## src/rtl/lsu_pkg.sv

```systemverilog
// Shared constants, state encoding and helpers for the load/store unit.
package lsu_pkg;

  // RV32I funct3 values for loads and stores (stores use B/H/W only).
  localparam logic [2:0] F3_B  = 3'b000;
  localparam logic [2:0] F3_H  = 3'b001;
  localparam logic [2:0] F3_W  = 3'b010;
  localparam logic [2:0] F3_BU = 3'b100;
  localparam logic [2:0] F3_HU = 3'b101;

  // Completion status codes reported on resp_fault.
  localparam logic [1:0] FAULT_NONE     = 2'b00;
  localparam logic [1:0] FAULT_MISALIGN = 2'b01;
  localparam logic [1:0] FAULT_ACCESS   = 2'b10;
  localparam logic [1:0] FAULT_ILLEGAL  = 2'b11;

  typedef enum logic [2:0] {
    IDLE = 3'd0,
    RD   = 3'd1,
    CAP  = 3'd2,
    WR   = 3'd3,
    DONE = 3'd4
  } lsu_state_e;

  // Convert between RISC-V (little-endian) and RAM (first byte in MSBs) word order.
  function automatic logic [31:0] bswap32(input logic [31:0] w);
    return {w[7:0], w[15:8], w[23:16], w[31:24]};
  endfunction

  // Loads accept B/H/W/BU/HU; stores accept only B/H/W.
  function automatic logic funct3_legal(input logic store, input logic [2:0] f3);
    if (store) return (f3 == F3_B) || (f3 == F3_H) || (f3 == F3_W);
    return (f3 == F3_B) || (f3 == F3_H) || (f3 == F3_W) ||
           (f3 == F3_BU) || (f3 == F3_HU);
  endfunction

endpackage

```

## src/rtl/lsu_byte_lane.sv

```systemverilog
// Combinational data path: store byte-swap / sub-word merge and load extension.
// mem_word is the RAM word read at the request address (first byte in [31:24]).
module lsu_byte_lane
  import lsu_pkg::*;
(
  input  logic [2:0]  funct3,
  input  logic [31:0] wdata,
  input  logic [31:0] mem_word,
  output logic [31:0] store_word,
  output logic [31:0] load_word
);

  logic [7:0]  lo_byte;
  logic [15:0] lo_half;

  // Store merge keeps the untouched RAM bytes; load picks and extends the low bytes.
  always_comb begin
    lo_byte    = mem_word[31:24];
    lo_half    = {mem_word[23:16], mem_word[31:24]};
    store_word = bswap32(wdata);
    load_word  = '0;
    case (funct3)
      F3_B:    store_word = {wdata[7:0], mem_word[23:0]};
      F3_H:    store_word = {wdata[7:0], wdata[15:8], mem_word[15:0]};
      default: store_word = bswap32(wdata);
    endcase
    case (funct3)
      F3_B:    load_word = {{24{lo_byte[7]}}, lo_byte};
      F3_BU:   load_word = {24'd0, lo_byte};
      F3_H:    load_word = {{16{lo_half[15]}}, lo_half};
      F3_HU:   load_word = {16'd0, lo_half};
      F3_W:    load_word = bswap32(mem_word);
      default: load_word = '0;
    endcase
  end

endmodule

```

## src/rtl/load_store_unit.sv

```systemverilog
// RV32I load/store unit: turns execute-stage requests into word accesses on a
// RAM with one-cycle registered read data and word-only writes.
// Handshake: a request is accepted on a rising edge where req_valid && req_ready;
// req_ready is high only in IDLE, and resp_valid is a single-cycle pulse in DONE.
module load_store_unit
  import lsu_pkg::*;
#(
  parameter int MEM_ADDR_BITS  = 11,
  parameter int CHIP_ADDR_BITS = 8
) (
  input  logic        clk,
  input  logic        rst,
  input  logic        req_valid,
  output logic        req_ready,
  input  logic        req_store,
  input  logic [2:0]  req_funct3,
  input  logic [31:0] req_addr,
  input  logic [31:0] req_wdata,
  output logic        resp_valid,
  output logic [31:0] resp_rdata,
  output logic [1:0]  resp_fault,
  output logic [31:0] mem_addr,
  output logic [31:0] mem_din,
  output logic        mem_write_en,
  input  logic [31:0] mem_dout,
  input  logic [(2**(MEM_ADDR_BITS-CHIP_ADDR_BITS))-1:0] mem_seg_faults,
  output logic [2:0]  dbg_state
);

  localparam int SEG_BITS = MEM_ADDR_BITS - CHIP_ADDR_BITS;

  lsu_state_e    state_q, state_d;
  logic          store_q, store_d;
  logic [2:0]    funct3_q, funct3_d;
  logic [31:0]   addr_q, addr_d;
  logic [31:0]   wdata_q, wdata_d;
  logic [31:0]   mem_din_q, mem_din_d;
  logic [31:0]   rdata_q, rdata_d;
  logic [1:0]    fault_q, fault_d;
  logic [1:0]    accept_fault;
  logic [31:0]   lane_store;
  logic [31:0]   lane_load;
  logic [SEG_BITS-1:0] seg_idx;

  assign seg_idx = addr_q[MEM_ADDR_BITS-1:CHIP_ADDR_BITS];

  lsu_byte_lane u_lane (
    .funct3     (funct3_q),
    .wdata      (wdata_q),
    .mem_word   (mem_dout),
    .store_word (lane_store),
    .load_word  (lane_load)
  );

  // Request checks in priority order: illegal funct3, misalignment, out of range.
  always_comb begin
    accept_fault = FAULT_NONE;
    if (!funct3_legal(req_store, req_funct3)) begin
      accept_fault = FAULT_ILLEGAL;
    end else if ((req_funct3[1:0] == 2'b01 && req_addr[0]) ||
                 (req_funct3[1:0] == 2'b10 && req_addr[1:0] != 2'b00)) begin
      accept_fault = FAULT_MISALIGN;
    end else if ((req_addr >> MEM_ADDR_BITS) != 32'd0) begin
      accept_fault = FAULT_ACCESS;
    end
  end

  // Next-state and datapath register updates.
  always_comb begin
    state_d   = state_q;
    store_d   = store_q;
    funct3_d  = funct3_q;
    addr_d    = addr_q;
    wdata_d   = wdata_q;
    mem_din_d = mem_din_q;
    rdata_d   = rdata_q;
    fault_d   = fault_q;
    case (state_q)
      IDLE: begin
        if (req_valid) begin
          store_d  = req_store;
          funct3_d = req_funct3;
          addr_d   = req_addr;
          wdata_d  = req_wdata;
          fault_d  = accept_fault;
          rdata_d  = '0;
          if (accept_fault != FAULT_NONE) begin
            state_d = DONE;
          end else if (req_store && req_funct3 == F3_W) begin
            // Full-word store needs no read: swap and write directly.
            mem_din_d = bswap32(req_wdata);
            state_d   = WR;
          end else begin
            state_d = RD;
          end
        end
      end
      RD:  state_d = CAP;
      CAP: begin
        // mem_dout now holds the word addressed during RD.
        if (store_q) begin
          mem_din_d = lane_store;
          state_d   = WR;
        end else begin
          rdata_d = lane_load;
          state_d = DONE;
        end
      end
      WR: begin
        // The write still happens; a flagged chip turns it into an access fault.
        if (mem_seg_faults[seg_idx]) fault_d = FAULT_ACCESS;
        state_d = DONE;
      end
      DONE:    state_d = IDLE;
      default: state_d = IDLE;
    endcase
  end

  // State and datapath registers with synchronous reset.
  always_ff @(posedge clk) begin
    if (rst) begin
      state_q   <= IDLE;
      store_q   <= 1'b0;
      funct3_q  <= 3'd0;
      addr_q    <= '0;
      wdata_q   <= '0;
      mem_din_q <= '0;
      rdata_q   <= '0;
      fault_q   <= FAULT_NONE;
    end else begin
      state_q   <= state_d;
      store_q   <= store_d;
      funct3_q  <= funct3_d;
      addr_q    <= addr_d;
      wdata_q   <= wdata_d;
      mem_din_q <= mem_din_d;
      rdata_q   <= rdata_d;
      fault_q   <= fault_d;
    end
  end

  assign req_ready    = (state_q == IDLE);
  assign resp_valid   = (state_q == DONE);
  assign mem_write_en = (state_q == WR);
  assign resp_rdata   = rdata_q;
  assign resp_fault   = fault_q;
  assign mem_addr     = addr_q;
  assign mem_din      = mem_din_q;
  assign dbg_state    = state_q;

endmodule

```

## config.mk

```make
export PLATFORM = sky130hd
export DESIGN_NAME = load_store_unit
export DESIGN_NICKNAME = d
export VERILOG_FILES = /design/src/rtl/lsu_pkg.sv /design/src/rtl/lsu_byte_lane.sv /design/src/rtl/load_store_unit.sv
export SDC_FILE = /design/constraint.sdc
export NUM_CORES = 1
export LEC_CHECK = 0
export ABC_AREA = 1
export CORE_MARGIN = 2
export CORE_UTILIZATION = 41
export CTS_BUF_LIST = sky130_fd_sc_hd__clkbuf_4
export DETAILED_ROUTE_END_ITERATION = 8
export HOLD_SLACK_MARGIN = 0.02
export PLACE_DENSITY_LB_ADDON = 0.08
export SETUP_SLACK_MARGIN = 0.5
export SYNTH_ARGS = -nofsm -noshare
export SYNTH_HDL_FRONTEND = slang
export SYNTH_SLANG_ARGS = --single-unit
```

## constraint.sdc

```tcl
create_clock -name clk -period 1.4 [get_ports clk]
set_input_delay 0.14 -clock clk [delete_from_list [all_inputs] [get_ports clk]]
set_output_delay 0.14 -clock clk [all_outputs]
set_load 0.03 [all_outputs]
```

Word level (Yosys, flattened, before mapping)
Cells that the tools add are included.
{ "word_totals": {"wordCells": 75, "register_bits": 137, "input_bits": 111, "output_inout_bits": 104} }
{ "classes": {"mux": 26, "magnitude_cmp": 1, "n_reduce_logical": 20, "n_eq_ne": 20} }
{ "op_table": {"columns": ["operator", "count"], "rows": [
  ["32-bit two-way mux", 6],
  ["32-bit case mux with 5 select lines", 1],
  ["32-bit case mux with 2 select lines", 2],
  ["24-bit case mux with 2 select lines", 1],
  ["32-bit nonzero test", 1],
  ["3-bit == test, second input constant", 5],
  ["3-bit by 2-bit == test with 1-bit output, second input constant", 4],
  ["2-bit two-way mux", 6],
  ["3-bit case mux with 4 select lines", 1],
  ["3-bit by 1-bit == test with 1-bit output, second input constant", 3],
  ["3-bit logical NOT", 3],
  ["3-bit two-way mux", 3],
  ["2-bit != test, second input constant", 4],
  ["2-bit nonzero test", 4],
  ["3-bit AND reduction", 2],
  ["1-bit logical OR", 5],
  ["5-bit AND reduction", 1],
  ["3-bit by 4-bit < comparator with 1-bit output, second input constant", 1],
  ["1-bit two-way mux", 4],
  ["2-bit by 1-bit != test with 1-bit output, second input constant", 2],
  ["2-bit case mux with 2 select lines", 1],
  ["1-bit binary-select mux with 3-bit select", 1],
  ["1-bit logical AND", 3],
  ["2-bit by 1-bit == test with 1-bit output, second input constant", 1],
  ["other kinds (2)", 2]
]} }

Logic depth before layout (Yosys ltp)
{ "logic_depth": {"depth_word": 11, "ltp_mapped": 11, "mapped_depth_nobuf": 10} }

Hierarchy
A second synthesis with hierarchy kept.
{ "hier_totals": {"hier_cells": 1021, "hier_area_um2": 6851.6} }
{ "modules_own_cells": {"columns": ["mod", "cells_per_inst", "seq_area_each_um2", "n_inst", "area_each_um2"], "rows": [
  ["load_store_unit", 853, 2742.6, 1, 5940.7],
  ["lsu_byte_lane", 168, 0.0, 1, 910.9]
]} }

Least setup slack after synthesis
Ideal clock, no wire load.
{ "synth_path": {"path_type": "reg-to-reg", "startpoint": "register state_q[1] (netlist: dbg_state[1])", "endpoint": "register fault_q[0] (netlist: resp_fault[0])", "period_less_slack_ns": 1.914, "path_buffers": 0, "setup_time_ns": 0.132, "path_stages_with_launch": 6, "setup_slack_ns": -0.514, "t_required_ns": 1.268, "t_arrival_ns": 1.782, "cell_sequence": "dfxtp_1 inv_1 nor3_1 inv_1 nand3_1 a21oi_1"} }
{ "synth_via": {"elab_chain_len": 3, "elab_cells_between_ends": 7, "cone_classes": "eq/ne (3); mux (1); reduce/logical (3)"} }
{ "synth_lines": {"columns": ["element", "line", "source"], "rows": [
  ["start, declared", "load_store_unit.sv:32", "lsu_state_e state_q, state_d;"],
  ["start signal, assigned", "load_store_unit.sv:131", "state_q <= state_d;"],
  ["3-bit by 2-bit == test with 1-bit output (*)", null, null],
  ["net mem_write_en", "load_store_unit.sv:24", "output logic mem_write_en,"],
  ["2-bit by 1-bit != test with 1-bit output (no source line) or 2-bit nonzero test (tied branches)", null, null],
  ["3-bit AND reduction (no source line)", null, null],
  ["end signal, assigned", "load_store_unit.sv:138", "fault_q <= fault_d;"],
  ["end, declared", "load_store_unit.sv:39", "logic [1:0] fault_q, fault_d;"]
]} }
Mark *: on every way through the listed nets, which the timed path passes. The rest lies on a longest branch.
A chain may end at the register's enable or synchronous reset.

Worst setup path after layout
{ "layout_path": {"startpoint": "register state_q[0] (netlist: dbg_state[0])", "endpoint": "register mem_din_q[20] (netlist: mem_din[20])"} }
{ "layout_via": {"elab_chain_len": 3, "elab_cells_between_ends": 9, "cone_classes": "eq/ne (5); mux (1); reduce/logical (3)"} }
{ "layout_lines": {"columns": ["element", "line", "source"], "rows": [
  ["3-bit by 2-bit == test with 1-bit output or 3-bit logical NOT (tied branches)", "load_store_unit.sv:78", "case (state_q)"],
  ["2-bit != test (no source line), or another cell as far along", null, null],
  ["5-bit AND reduction (no source line)", null, null],
  ["end signal, assigned", "load_store_unit.sv:136", "mem_din_q <= mem_din_d;"],
  ["end, declared", "load_store_unit.sv:37", "logic [31:0] mem_din_q, mem_din_d;"]
]} }
Parallel ways exist; a longest one is shown, timed or not.

==> results.py <==
metrics = {
    "worst_hold_path": {
        "hold_depth": 3,
        "hp-class": "input pin to flip-flop",
        "min-delay-start": "mem_dout[30]",
        "holdPathEnd": "resp_rdata[6]",
    },
    "synthesis": {
        "synth_flop_cell": "dfxtp_1",
        "ys_async_sr_fraction_pct": 0,
        "ys_types": 30,
        "synthMuxAreaShare_pct": 0,
        "synth-xor-area-share_pct": 0,
        "yosys.area_share.adder_pct": 0,
        "synth.avg_cell_area_um2": 6.74,
        "ys_seq_area_share_pct": 44.1,
        "synthCells": 922,
        "synth_seq_cells": 137,
        "synth_edf_count": 0,
        "synth_top_family_by_area": "simple AND/OR/NAND/NOR gates",
        "yosys_warnings": 0,
        "synth_area_um2": 6210,
        "yosys.area_share.simple_pct": 25.6,
        "syn_nets": 1033,
        "synth_compound_gate_area_share_pct": 19.6,
    },
    "global_routing": {
        "grt_max_degree": 64,
        "grt.overflow.total": 0,
        "antenna_found_initial": 1,
        "grt_pass1_wl_um": 31800,
        "grt.total_usage_pct": 24.7,
        "grt_pass1_vias": 6585,
    },
    "timing": {
        "timing.final.crit_share_pct": 122,
        "rsz0062_at_grt": "true",
        "relSlewSlack_pct": 51.8,
        "setup_viol": 131,
        "fin_ws_ps": -307,
        "fin_skew_ps": 22.7,
        "setup_tns_ps": -24360,
        "hold_viol": 0,
        "tightest_slew_ps": 723,
        "fin_crit_ps": 1710,
        "slew_violations": 0,
        "hold_ws_ps": 119,
        "fmax_mhz": 586,
    },
    "floorplanning": {
        "fp.dieW_um": 127,
        "start_util_pct": 42.4,
        "dieArea_um2": 16200,
        "core_area_um2": 14600,
        "die_h_um": 127,
        "pin_count": 215,
        "num_rows": 44,
    },
    "worst_setup_path": {
        "required_ps": 1890,
        "critical_path_class": "flip-flop to flip-flop",
        "r2r-start": "dbg_state[0]",
        "cp_max_fo": 12,
        "arrival_ps": 2190,
        "r2r_end": "mem_din[20]",
        "r2r_cells": 10,
        "setup.worst_path.end_class": "flip-flop",
        "r2r_slack_ps": -310,
        "cp-start-kind": "flip-flop",
    },
    "routing": {
        "wl_um": 24000,
        "drc": 0,
        "drt_iter0_drc": 504,
        "detail_route.wl_per_cell_um": 16.8,
        "via_per_inst": 5.18,
        "dr_total_vias": 7415,
        "dr.pass1.iters": 5,
        "postRouteAntennaNets": 0,
    },
    "flow_run": {
        "drv_cap": 0,
    },
    "clocking": {
        "htree_levels": 4,
        "clk_latency_ps": 570,
        "cts_tree": "yes",
        "cts_buffers": 17,
        "cts-root-buf": "clkbuf_4",
        "clock-sinks": 137,
        "clk_pin_slew_ps": 140,
        "clk_path_buf_depth": 2,
    },
    "power": {
        "p_leak_uw": 0.00490,
        "p_total_uw": 9720,
        "ir_drop_v": 0.000527,
        "powerDensity_nw_per_um2": 869,
    },
    "placement": {
        "place.gp.congestion": 0.783,
        "detailedPlace.worstSlack_ps": -542,
        "port_buffers": 214,
        "hpwlAfterDp_um": 13400,
        "placed_cell_area_um2": 8930,
    },
    "outcome": {
        "status": "finished with violations",
        "violations": "setup timing",
    },
    "finish": {
        "drive_above_1_share_pct": 39.9,
        "nNetsFinal": 1345,
        "fin_area_um2": 11200,
        "syn_to_final_growth_pct": 79.9,
    },
}
timing repair:
action,in CTS,in global routing
gates cloned,5,21
endpoints found under the hold margin,9,0
hold buffers,3,0
pin swaps,13,21
setup buffers,27,31
resized for setup,868,130
setup endpoints to repair,241,241
registers in the layout (all words and copies together), names as in the netlist:
signal / cells
mem_addr: 32
mem_din: 32
resp_rdata: 32
wdata_q: 32
dbg_state: 3
funct3_q: 3
resp_fault: 2
store_q: 1
report_power, final:
| group | total (µW) | internal (µW) | leakage, µW | switching [µW] |
|---|---|---|---|---|
| registers | 4170 | 4070 | 0.00117 | 96.5 |
| logic | 2460 | 1180 | 0.00356 | 1280 |
| clock network | 3100 | 1600 | 0.000173 | 1500 |
cells by family (layout without fill, tap and decap cells):
logic type             after synthesis  in the layout
AOI/OAI and AO/OA                  235            235
buffers and inverters              164            489
DFF                                137            137
other                                0              1
and+or+nand+nor                    386            386
worst max-delay path, cell delays in order, from the launching register on:
cell and delay, ps:
dfxtp_4 380, inv_4 70, buf_4 120, nand3_4 100
buf_6 140, buf_4 170, nand2_1 80, a21boi_0 290
nand3_1 140, nand2_1 90, nor2_1 50
how the worst max path moves through the flow:
stage,start,end,slack (ps)
after floorplan,dbg_state[2],mem_din[23],-250
after global placement,req_addr[13],mem_din[14],-510
after detailed placement,req_addr[13],mem_din[20],-540
after CTS,dbg_state[0],mem_write_en,-230
after global routing,dbg_state[2],mem_din[16],-370
final,dbg_state[0],mem_din[20],-310
layout by cell type, fill, tap and decap left out, types with 2 or more instances in the layout:
| cell type | n |
|---|---|
| nor2_1 | 68 |
| o21ai_4 | 6 |
| buf_8 | 5 |
| nand3_1 | 63 |
| clkinvlp_4 | 2 |
| buf_4 | 75 |
| a21boi_1 | 2 |
| a21boi_2 | 2 |
| clkdlybuf4s50_1 | 109 |
| a21boi_0 | 4 |
| nand2_1 | 211 |
| buf_12 | 18 |
| nand4_1 | 2 |
| dfxtp_4 | 6 |
| o21ai_0 | 20 |
| clkbuf_4 | 18 |
| nand3_2 | 12 |
| o21ai_1 | 20 |
| dfxtp_1 | 36 |
| inv_4 | 3 |
| dlygate4sd3_1 | 3 |
| clkbuf_16 | 13 |
| buf_6 | 121 |
| bufinv_16 | 5 |
| buf_16 | 7 |
| inv_2 | 6 |
| nand2_4 | 4 |
| o21ai_2 | 32 |
| a21oi_1 | 108 |
| dfxtp_2 | 95 |
| a21oi_2 | 37 |
| clkinv_1 | 4 |
| nor2_4 | 3 |
| nor3_4 | 2 |
| nand2_2 | 17 |
| inv_1 | 95 |
per-layer routing:
layer | up-vias | track usage, % | part of all wire, %
li1 | 3609 | - | -
met5 | - | 0 | 0
met3 | 64 | 8.29 | 7.7
met1 | 3421 | 27.7 | 39
met2 | 321 | 44.2 | 51
met4 | 0 | 7.95 | 3.0
cell usage after synthesis, drive strengths merged (2+ instances only):
cell type,n,area share [%]
nor3,2,0.16
a21boi,8,0.97
dfxtp,137,44
nand2,232,14
nand3,76,6.3
inv,104,6.3
o21ai,78,6.5
clkbuf,28,1.7
buf,31,2.6
nand4,2,0.20
nor2,72,4.6
a21oi,146,12
final cells by class:
cell class                      count  area (µm²)
Sequential cell                   137        2880
Clock buffer                       18         135
Inverter                          105         414
Tap cell                          184         230
Multi-Input combinational cell    621        3310
Antenna cell                        1        2.50
Fill cell                        1029        3460
Timing Repair Buffer              352        4010
Clock inverter                     14         203
through the flow:
step	utilization, %	cells
6_report	76.4	1432
5_1_grt	76.4	1432
4_1_cts	68.7	1379
3_5_place_dp	61.0	1312
3_3_place_gp	61.0	1312
2_1_floorplan	-	922
(Power assumes the default switching activity.)
